[src/rtl/muldiv_unit.sv]
// muldiv_unit: iterative multiply/divide unit that owns the HI/LO pair.
// MULT/MULTU/DIV/DIVU run one shift-add or restoring-divide step per cycle.
// The cycle after the last step writes the sign-corrected result to HI/LO.
// MTHI/MTLO write directly while the unit is not calculating.
// Optional macro MULDIV_FAST_MUL_EN: multiplies finish in one cycle and never
// assert busy. Divides are unchanged.
module muldiv_unit #(
    parameter int DATA_W = 32,
    parameter int CNT_W  = 5
) (
    input  logic              clk,
    input  logic              reset,
    input  logic              start,
    input  logic [2:0]        op,
    input  logic [DATA_W-1:0] in1,
    input  logic [DATA_W-1:0] in2,
    output logic              busy,
    output logic              done,
    output logic [DATA_W-1:0] hi,
    output logic [DATA_W-1:0] lo
);

    localparam int PROD_W = 2 * DATA_W;

    typedef enum logic [1:0] {S_IDLE, S_CALC, S_DONE} state_t;

    state_t              r_state;
    state_t              w_state_next;
    logic [CNT_W-1:0]    r_cnt;
    logic                r_fin;      // all steps done; next CALC cycle writes HI/LO
    logic                r_is_div;
    logic                r_neg_q;    // operand signs differ: negate product/quotient
    logic                r_neg_r;    // dividend negative: negate remainder
    logic                r_dvz;      // divisor was zero
    logic [DATA_W-1:0]   r_a;        // multiplier / dividend, becomes product low / quotient
    logic [DATA_W-1:0]   r_b;        // multiplicand / divisor magnitude
    logic [DATA_W-1:0]   r_acc;      // product high / partial remainder
    logic [DATA_W-1:0]   r_hi;
    logic [DATA_W-1:0]   r_lo;

    // Request decode and operand magnitudes (0x80000000 maps to unsigned 2^31)
    logic                w_accept;
    logic                w_arith;
    logic                w_signed;
    logic                w_neg1;
    logic                w_neg2;
    logic [DATA_W-1:0]   w_mag1;
    logic [DATA_W-1:0]   w_mag2;

    assign w_accept = start && (r_state != S_CALC);
    assign w_arith  = ~op[2];
    assign w_signed = ~op[0];
    assign w_neg1   = w_signed & in1[DATA_W-1];
    assign w_neg2   = w_signed & in2[DATA_W-1];
    assign w_mag1   = w_neg1 ? -in1 : in1;
    assign w_mag2   = w_neg2 ? -in2 : in2;

    // One multiply step: conditionally add multiplicand, shift {acc,a} right
    logic [DATA_W:0]     w_sum;
    assign w_sum = {1'b0, r_acc} + (r_a[0] ? {1'b0, r_b} : '0);

    // One restoring-divide step: shift in the next dividend bit, subtract if it fits
    logic [DATA_W:0]     w_shift;
    logic                w_ge;
    logic [DATA_W-1:0]   w_rem;
    assign w_shift = {r_acc, r_a[DATA_W-1]};
    assign w_ge    = (w_shift >= {1'b0, r_b});
    assign w_rem   = w_shift[DATA_W-1:0] - (w_ge ? r_b : '0);

    // Unsigned product magnitude
    logic [PROD_W-1:0]   w_mag_prod;
`ifdef MULDIV_FAST_MUL_EN
    assign w_mag_prod = {{DATA_W{1'b0}}, r_a} * {{DATA_W{1'b0}}, r_b};
`else
    assign w_mag_prod = {r_acc, r_a};
`endif

    // Sign correction of the finished result
    logic [PROD_W-1:0]   w_prod;
    logic [DATA_W-1:0]   w_quot;
    logic [DATA_W-1:0]   w_remd;
    logic [DATA_W-1:0]   w_res_hi;
    logic [DATA_W-1:0]   w_res_lo;
    assign w_prod   = r_neg_q ? -w_mag_prod : w_mag_prod;
    assign w_quot   = r_dvz ? '1 : (r_neg_q ? -r_a : r_a);
    assign w_remd   = r_neg_r ? -r_acc : r_acc;
    assign w_res_hi = r_is_div ? w_remd : w_prod[PROD_W-1:DATA_W];
    assign w_res_lo = r_is_div ? w_quot : w_prod[DATA_W-1:0];

    // State register
    always_ff @(posedge clk) begin
        if (!reset) begin
            r_state <= S_IDLE;
        end else begin
            r_state <= w_state_next;
        end
    end

    // Next-state logic: DONE behaves like IDLE for new requests
    always_comb begin
        w_state_next = r_state;
        case (r_state)
            S_IDLE, S_DONE: w_state_next = (w_accept && w_arith) ? S_CALC : S_IDLE;
            S_CALC:         if (r_fin) w_state_next = S_DONE;
            default:        w_state_next = S_IDLE;
        endcase
    end

    // Datapath: operand capture, iteration, result write, MTHI/MTLO
    always_ff @(posedge clk) begin
        if (!reset) begin
            r_cnt    <= '0;
            r_fin    <= 1'b0;
            r_is_div <= 1'b0;
            r_neg_q  <= 1'b0;
            r_neg_r  <= 1'b0;
            r_dvz    <= 1'b0;
            r_a      <= '0;
            r_b      <= '0;
            r_acc    <= '0;
            r_hi     <= '0;
            r_lo     <= '0;
        end else if (r_state == S_CALC) begin
            if (r_fin) begin
                r_hi <= w_res_hi;
                r_lo <= w_res_lo;
            end else begin
                if (r_is_div) begin
                    r_acc <= w_rem;
                    r_a   <= {r_a[DATA_W-2:0], w_ge};
                end else begin
                    r_acc <= w_sum[DATA_W:1];
                    r_a   <= {w_sum[0], r_a[DATA_W-1:1]};
                end
                r_cnt <= r_cnt + CNT_W'(1);
                if (r_cnt == '1) begin
                    r_fin <= 1'b1;
                end
            end
        end else if (w_accept) begin
            if (w_arith) begin
                r_a      <= w_mag1;
                r_b      <= w_mag2;
                r_acc    <= '0;
                r_cnt    <= '0;
                r_is_div <= op[1];
                r_neg_q  <= w_neg1 ^ w_neg2;
                r_neg_r  <= w_neg1;
                r_dvz    <= (in2 == '0);
`ifdef MULDIV_FAST_MUL_EN
                r_fin    <= ~op[1];
`else
                r_fin    <= 1'b0;
`endif
            end else if (!op[1]) begin
                if (op[0]) begin
                    r_lo <= in1;
                end else begin
                    r_hi <= in1;
                end
            end
        end
    end

`ifdef MULDIV_FAST_MUL_EN
    assign busy = (r_state == S_CALC) && r_is_div;
`else
    assign busy = (r_state == S_CALC);
`endif
    assign done = (r_state == S_DONE);
    assign hi   = r_hi;
    assign lo   = r_lo;

endmodule

[config.mk]
export PLATFORM = sky130hd
export DESIGN_NAME = muldiv_unit
export DESIGN_NICKNAME = d
export VERILOG_FILES = /design/src/rtl/muldiv_unit.sv
export SDC_FILE = /design/constraint.sdc
export NUM_CORES = 1
export LEC_CHECK = 0
export BUFFER_PORTS_ARGS = -buffer_cell sky130_fd_sc_hd__buf_2
export CORE_ASPECT_RATIO = 1.4
export CORE_UTILIZATION = 55
export CTS_BUF_LIST = sky130_fd_sc_hd__clkbuf_8
export CTS_CLUSTER_DIAMETER = 60
export DETAILED_ROUTE_END_ITERATION = 8
export PLACE_DENSITY = 0.75
export SLEW_MARGIN = 20
export SYNTH_ARGS = -nofsm -noshare
export SYNTH_HDL_FRONTEND = slang
export SYNTH_SLANG_ARGS = --single-unit
[constraint.sdc]
create_clock -name clk -period 8.3 [get_ports clk]
set_clock_uncertainty 0.1 [all_clocks]
set_input_delay 1.66 -clock clk [delete_from_list [all_inputs] [get_ports clk]]
set_output_delay 1.66 -clock clk [all_outputs]
set_load 0.01 [all_outputs]
==> results.sh, run 1 <==
export IMPL_status="complete, no violations"
export IMPL_synth_compound_area_frac=0.289
export IMPL_drtIter0Drc=1488
export IMPL_critPathKind="reg -> reg"
export IMPL_coreArea_um2=26400
export IMPL_clkTransAtPathRegs_ns=0.10
export IMPL_finalSetupViolCount=0
export IMPL_clock_latency_ns=0.51
export IMPL_synth_area_leaders="dfxtp_1 (23%), ha_1 (9.2%), nand2_1 (6.8%)"
export IMPL_yosys_area_share_simple=0.219
export IMPL_combPwrFrac=0.343
export IMPL_seqCellArea_um2=3440
export IMPL_critPathLaunchType="flip-flop"
export IMPL_synth_xor_area_frac=0.0970
export IMPL_final_antenna_net_count=0
export IMPL_tightest_slew_ns=1.03
export IMPL_syn_num_nets=2167
export IMPL_stdcell_area_um2=16100
export IMPL_fin_crit_ns=5.60
export IMPL_synth_edf_count=0
export IMPL_drv_slew=0
export IMPL_drt_first_pass_iters=7
export IMPL_dieWidth_um=141
export IMPL_clk_path_buf_depth=2
export IMPL_swShare=0.393
export IMPL_root_buffer="clkbuf_8"
export IMPL_hold_buffers=0
export IMPL_setup_tns_ns=0
export IMPL_leakage_uw=0.00669
export IMPL_clockPowerShare=0.261
export IMPL_wl_um=48400
export IMPL_num_rows=70
export IMPL_crit_fanout=32
export IMPL_yosys_cell_types_count=83
export IMPL_numCtsBuffers=17
export IMPL_timing_slew_headroom=0.310
export IMPL_synth_top_family_by_area="compound AO/OA/AOI/OAI gates"
export IMPL_synthCells=1986
export IMPL_grt_use_total=0.351
export IMPL_final_common_cell="nand2_1"
export IMPL_antenna_found_initial=0
export IMPL_ioPinCount=136
export IMPL_syn_area_um2=14900
export IMPL_overflow=0
export IMPL_synth_top_area_frac=0.231
export IMPL_finalCritPeriodShare=0.675
export IMPL_drc=0
export IMPL_viasPerCell=6.47
export IMPL_routed_top_layer="met4"
export IMPL_grt_max_degree=110
export IMPL_muxShareOfSynthArea=0.0195
export IMPL_gp_congestion=1.01
export IMPL_hpwl_um=35400
export IMPL_pwr_share_seq=0.395
export IMPL_p_switching_uw=919
export IMPL_final_cell_mix="nand2_1 (268), dfxtp_1 (171), a21oi_1 (146)"
export IMPL_critPathCaptureType="flip-flop"
export IMPL_rsz0062_at_grt="no"
export IMPL_die_y_um=197
export IMPL_layout_drive_gt1_share=0.109
export IMPL_synthAdderAreaFrac=0.0942
export IMPL_hold_path_class="reg -> reg"
export IMPL_io_buffers=135
export IMPL_postCtsSetupRepairBufs=0
export IMPL_synthFlopType="dfxtp_1"
export IMPL_ys_seq_elements=172
export IMPL_ir_worst_vdd_mv=0.0992
export IMPL_wl_met3_um=3850
export IMPL_first_global_vias=14700
export IMPL_maxCapViolCount=0
export IMPL_die_area_um2=27800
export IMPL_fmax_ghz=0.179
export IMPL_ys_warn_count=0
export IMPL_multi_input_area_um2=10800
export IMPL_cts_num_sinks=172
export IMPL_n_antenna_cell=0
export IMPL_htree_levels=4
export IMPL_async_flop_share=0
export IMPL_post_cts_resize_count=0
export IMPL_tritoncts="done"
export IMPL_synth_top_cell_by_area="dfxtp_1"
export IMPL_grt_pass1_wl_um=77100
export IMPL_route_met2_wl_um=23400
export IMPL_synth_seq_area_share=0.231
export IMPL_start_util=0.565
export IMPL_wl_met1_um=18800
export IMPL_p_int_uw=1420
export IMPL_final_util=0.610
export IMPL_wl_per_cell_um=20.2
export IMPL_final_hold_violation_count=0
export IMPL_vias=15500
export IMPL_p_per_area_nw_per_um2=146
export IMPL_avgSynthCellArea_um2=7.50
export IMPL_cp_arrival_ns=5.90
export IMPL_postPlaceCellArea_um2=15700
export IMPL_fin_nets=2210
export IMPL_required_ns=8.59
export IMPL_fillCellCount=2447
export IMPL_area_growth_pct=7.91
## per-layer routing
| metal | vias to the layer above | track usage |
|---|---|---|
| li1 | 7323 | - |
| met1 | 7222 | 0.422 |
| met2 | 813 | 0.609 |
| met3 | 169 | 0.0447 |
| met4 | 0 | 0.180 |
| met5 | - | 0 |
## path summary, 6_finish.rpt
path | end | slack, ns | depth (start not counted) | startpoint
setup reg to reg | r_acc[30] | 2.70 | 18 | r_acc[10]
setup / recovery | r_acc[30] | 2.70 | 18 | r_acc[10]
hold reg to reg | hi[22] | 0.35 | 2 | hi[22]
hold / removal | hi[22] | 0.35 | 2 | hi[22]
## power by group through the flow
stage               combinational, µW  clock [µW]  sequential [µW]
finish                            804         612              925
global route                      871         641              930
CTS                               784         612              922
detailed placement                780           0              941
global placement                  768           0              939
floorplan                         570           0              919
## synthesized netlist by cell type, types with 27 or more instances
library cell and number:
a211oi_1 27, a21oi_1 148, xnor2_1 99, dfxtp_1 172
ha_1 109, nand2_1 269, inv_1 63, nor2_1 143
nor3_1 42, o211ai_1 53, nor2b_1 31, o211a_1 29
mux2i_1 29, nand3_1 54, a21boi_0 50, clkbuf_1 116
xor2_1 66, o21ai_0 91
## logic make-up (layout without fill, tap and decap cells)
group / count (synthesis) / after routing
AND/OR/NAND/NOR: 686 / 686
AO/OA/AOI/OAI: 629 / 629
buffers and inverters: 194 / 249
flip-flops: 172 / 172
XOR/XNOR: 165 / 165
adder cells (fa/ha/maj): 111 / 111
multiplexers: 29 / 29
## final cells by class
class,instances,area share
flip-flops and latches,172,0.214
clock buffers,19,0.0163
multi-input cells,1620,0.669
repair buffers,152,0.0501
clock inverters,12,0.00708
inverters,66,0.0155
well taps,360,0.0280
## sequential cells by signal, summed over array words and instances (netlist names)
register / cells
r_a: 32
r_fin: 1
r_acc: 32
hi: 32
r_cnt: 5
r_dvz: 1
r_b: 32
r_neg_r: 1
r_is_div: 1
r_state: 2
lo: 32
r_neg_q: 1
## stage by stage
step / cells / setup WS (ns) / total power [µW] / hold WS, ns
floorplan: 1986 / 3.81 / 1490 / 0.359
global placement: 2370 / 2.87 / 1710 / 0.336
detailed placement: 2370 / 2.82 / 1720 / 0.342
CTS: 2401 / 2.77 / 2320 / 0.356
global route: 2401 / 2.37 / 2440 / 0.380
finish: 2401 / 2.70 / 2340 / 0.354
## worst max-delay path, stage by stage (launching register included)
cell      delay, ns
dfxtp_1        0.42
ha_1           0.36
nand2_1        0.06
o31a_1         0.27
a32o_1         0.26
a311oi_1       0.53
or2_2          0.63
and2_1         0.24
ha_1           0.15
inv_1          0.05
fa_1           0.40
nand3_1        0.11
a21oi_1        0.09
o211ai_1       0.35
o21ai_1        0.28
a31o_2         0.31
a41o_1         0.28
o2111a_1       0.23
or3_1          0.35
(Power assumes the default switching activity.)
==> inputs of run 2 (changes only) <==
--- a/config.mk
+++ b/config.mk
@@ -11,7 +11,7 @@
 export CTS_BUF_LIST = sky130_fd_sc_hd__clkbuf_8
 export CTS_CLUSTER_DIAMETER = 60
 export DETAILED_ROUTE_END_ITERATION = 8
-export PLACE_DENSITY = 0.75
+export PLACE_DENSITY = 0.78
 export SLEW_MARGIN = 20
 export SYNTH_ARGS = -nofsm -noshare
 export SYNTH_HDL_FRONTEND = slang
==> constraint.sdc (replaced) <==
create_clock -name clk -period 4.7 [get_ports clk]
set_clock_uncertainty 0.1 [all_clocks]
set_input_delay 0.94 -clock clk [delete_from_list [all_inputs] [get_ports clk]]
set_output_delay 0.94 -clock clk [all_outputs]
set_load 0.01 [all_outputs]
==> run 2 against run 1 <==
  * Hold slack lost 0.0012 ns
  * Clock-buffer cell count did not move
  * Final cell count up 4.9%
  * Register-to-register slack worse by 2.5 ns
  * Final area up 6.4%
  * Critical path depth grew 3
  * First-iteration DRC count is 17% lower
  * Sequential power grew 75%
  * Via count grew 2.0%
  * Largest cell class unchanged
==> results.sh, run 2 (synthesized netlist as in run 1, its figures left out) <==
export IMPL_status="complete, no violations"
export IMPL_p_switching_uw=1680
export IMPL_final_antenna_net_count=0
export IMPL_leakage_uw=0.00731
export IMPL_layout_drive_gt1_share=0.167
export IMPL_tritoncts="done"
export IMPL_htree_levels=4
export IMPL_clk_path_buf_depth=2
export IMPL_crit_top_cell="buf_4"
export IMPL_final_util=0.649
export IMPL_root_buffer="clkbuf_8"
export IMPL_drt_first_pass_iters=6
export IMPL_die_area_um2=27800
export IMPL_required_ns=5.00
export IMPL_clkTransAtPathRegs_ns=0.10
export IMPL_fin_crit_ns=4.55
export IMPL_cp_arrival_ns=4.85
export IMPL_critPathLaunchType="flip-flop"
export IMPL_finalCritPeriodShare=0.968
export IMPL_io_buffers=135
export IMPL_overflow=0
export IMPL_critPathCaptureType="flip-flop"
export IMPL_swShare=0.383
export IMPL_first_global_vias=15000
export IMPL_stdcell_area_um2=17100
export IMPL_p_int_uw=2700
export IMPL_wl_per_cell_um=20.2
export IMPL_dieWidth_um=141
export IMPL_maxCapViolCount=0
export IMPL_ir_worst_vdd_mv=0.169
export IMPL_grt_use_total=0.368
export IMPL_multi_input_area_um2=10900
export IMPL_fin_nets=2326
export IMPL_cp_slowest_cell="or3_1"
export IMPL_tightest_slew_ns=0.941
export IMPL_grt_max_degree=67
export IMPL_start_util=0.565
export IMPL_area_growth_pct=14.8
export IMPL_coreArea_um2=26400
export IMPL_clockPowerShare=0.266
export IMPL_finalSetupViolCount=0
export IMPL_timing_slew_headroom=0.371
export IMPL_final_hold_violation_count=0
export IMPL_numCtsBuffers=17
export IMPL_rsz0062_at_grt="yes"
export IMPL_worstPathCellList="inv_1, ha_1, a21oi_2, nor2_1, a2111oi_2, buf_4, o22ai_1, or2_4, buf_4, buf_4, buf_4, nand2_1, ha_4, a21o_1, a21o_1, nand3_1, a31oi_1, a31o_4, a41o_1, o2111a_1, or3_1"
export IMPL_drc=0
export IMPL_vias=15800
export IMPL_drtIter0Drc=1242
export IMPL_die_y_um=197
export IMPL_grt_pass1_wl_um=79700
export IMPL_fmax_ghz=0.220
export IMPL_p_per_area_nw_per_um2=256
export IMPL_combPwrFrac=0.365
export IMPL_setup_tns_ns=0
export IMPL_viasPerCell=6.29
export IMPL_final_common_cell="nand2_1"
export IMPL_drv_slew=0
export IMPL_cts_num_sinks=172
export IMPL_cpPeakStageDelay_ns=0.37
export IMPL_crit_fanout=7
export IMPL_gp_congestion=0.984
export IMPL_fillCellCount=2356
export IMPL_r2r_slack_ns=0.15
export IMPL_holdWs_ns=0.352
export IMPL_hold_path_class="reg -> reg"
export IMPL_num_rows=70
export IMPL_ioPinCount=136
export IMPL_postPlaceCellArea_um2=16500
export IMPL_n_antenna_cell=0
export IMPL_hold_buffers=0
export IMPL_hpwl_um=38500
export IMPL_clock_latency_ns=0.52
export IMPL_antenna_found_initial=0
export IMPL_final_cell_mix="nand2_1 (269), dfxtp_1 (168), a21oi_1 (143)"
export IMPL_seqCellArea_um2=3450
export IMPL_wl_um=51000
export IMPL_critPathKind="reg -> reg"
export IMPL_pwr_share_seq=0.370
==> run 2: repair_timing <==
| item | 4_1_cts | 5_1_grt |
|---|---|---|
| endpoints found under the hold margin | 0 | 0 |
| endpoints found under the setup margin | 4 | 14 |
| resized for setup | 5 | 22 |
| setup buffers | 3 | 0 |
| pin swaps | 2 | 4 |
==> run 2: metrics by stage <==
| step | setup WS, ns | std cells | total power [µW] |
|---|---|---|---|
| after global routing | -0.0589 | 2518 | 4570 |
| after floorplan | 0.210 | 1986 | 2630 |
| after detailed placement | -0.105 | 2483 | 3160 |
| after CTS | 0.00684 | 2518 | 4320 |
| final | 0.149 | 2518 | 4370 |
| after global placement | 0.0280 | 2483 | 3140 |
==> run 2: routing by layer <==
layer,up-vias,track usage,wire [µm]
met4,0,0.237,3130
met3,186,0.0522,3560
li1,7568,-,-
met5,-,0,0
met2,768,0.632,24400
met1,7309,0.426,19800
==> run 2: final timing paths <==
path,cells past startpoint,start,to
setup / recovery,21,r_b[26],r_acc[30]
hold / removal,2,lo[28],lo[28]
setup reg to reg,21,r_b[26],r_acc[30]
hold reg to reg,2,lo[28],lo[28]
==> run 2: layout make-up <==
class                           instances  share of cell area
Clock buffer                           19              0.0153
Inverter                               66              0.0146
Tap cell                              360              0.0263
Multi-Input combinational cell       1620               0.635
Clock inverter                         13             0.00893
Timing Repair Buffer                  268              0.0980
Sequential cell                       172               0.202
==> run 2: critical path, delay by kind of cell (launching register included) <==
family	cells	cell delay, ns
compound gates	9	1.81
buf+inv	5	0.69
fa+ha+maj	2	0.55
simple gates	5	0.93
flops	1	0.34
==> run 2: power groups by stage <==
stage / Combinational (µW) / Sequential [µW] / Clock [µW]
finish: 1590 / 1620 / 1160
global route: 1720 / 1620 / 1220
CTS: 1540 / 1610 / 1170
detailed placement: 1510 / 1650 / 0
global placement: 1500 / 1640 / 0
floorplan: 1010 / 1620 / 0
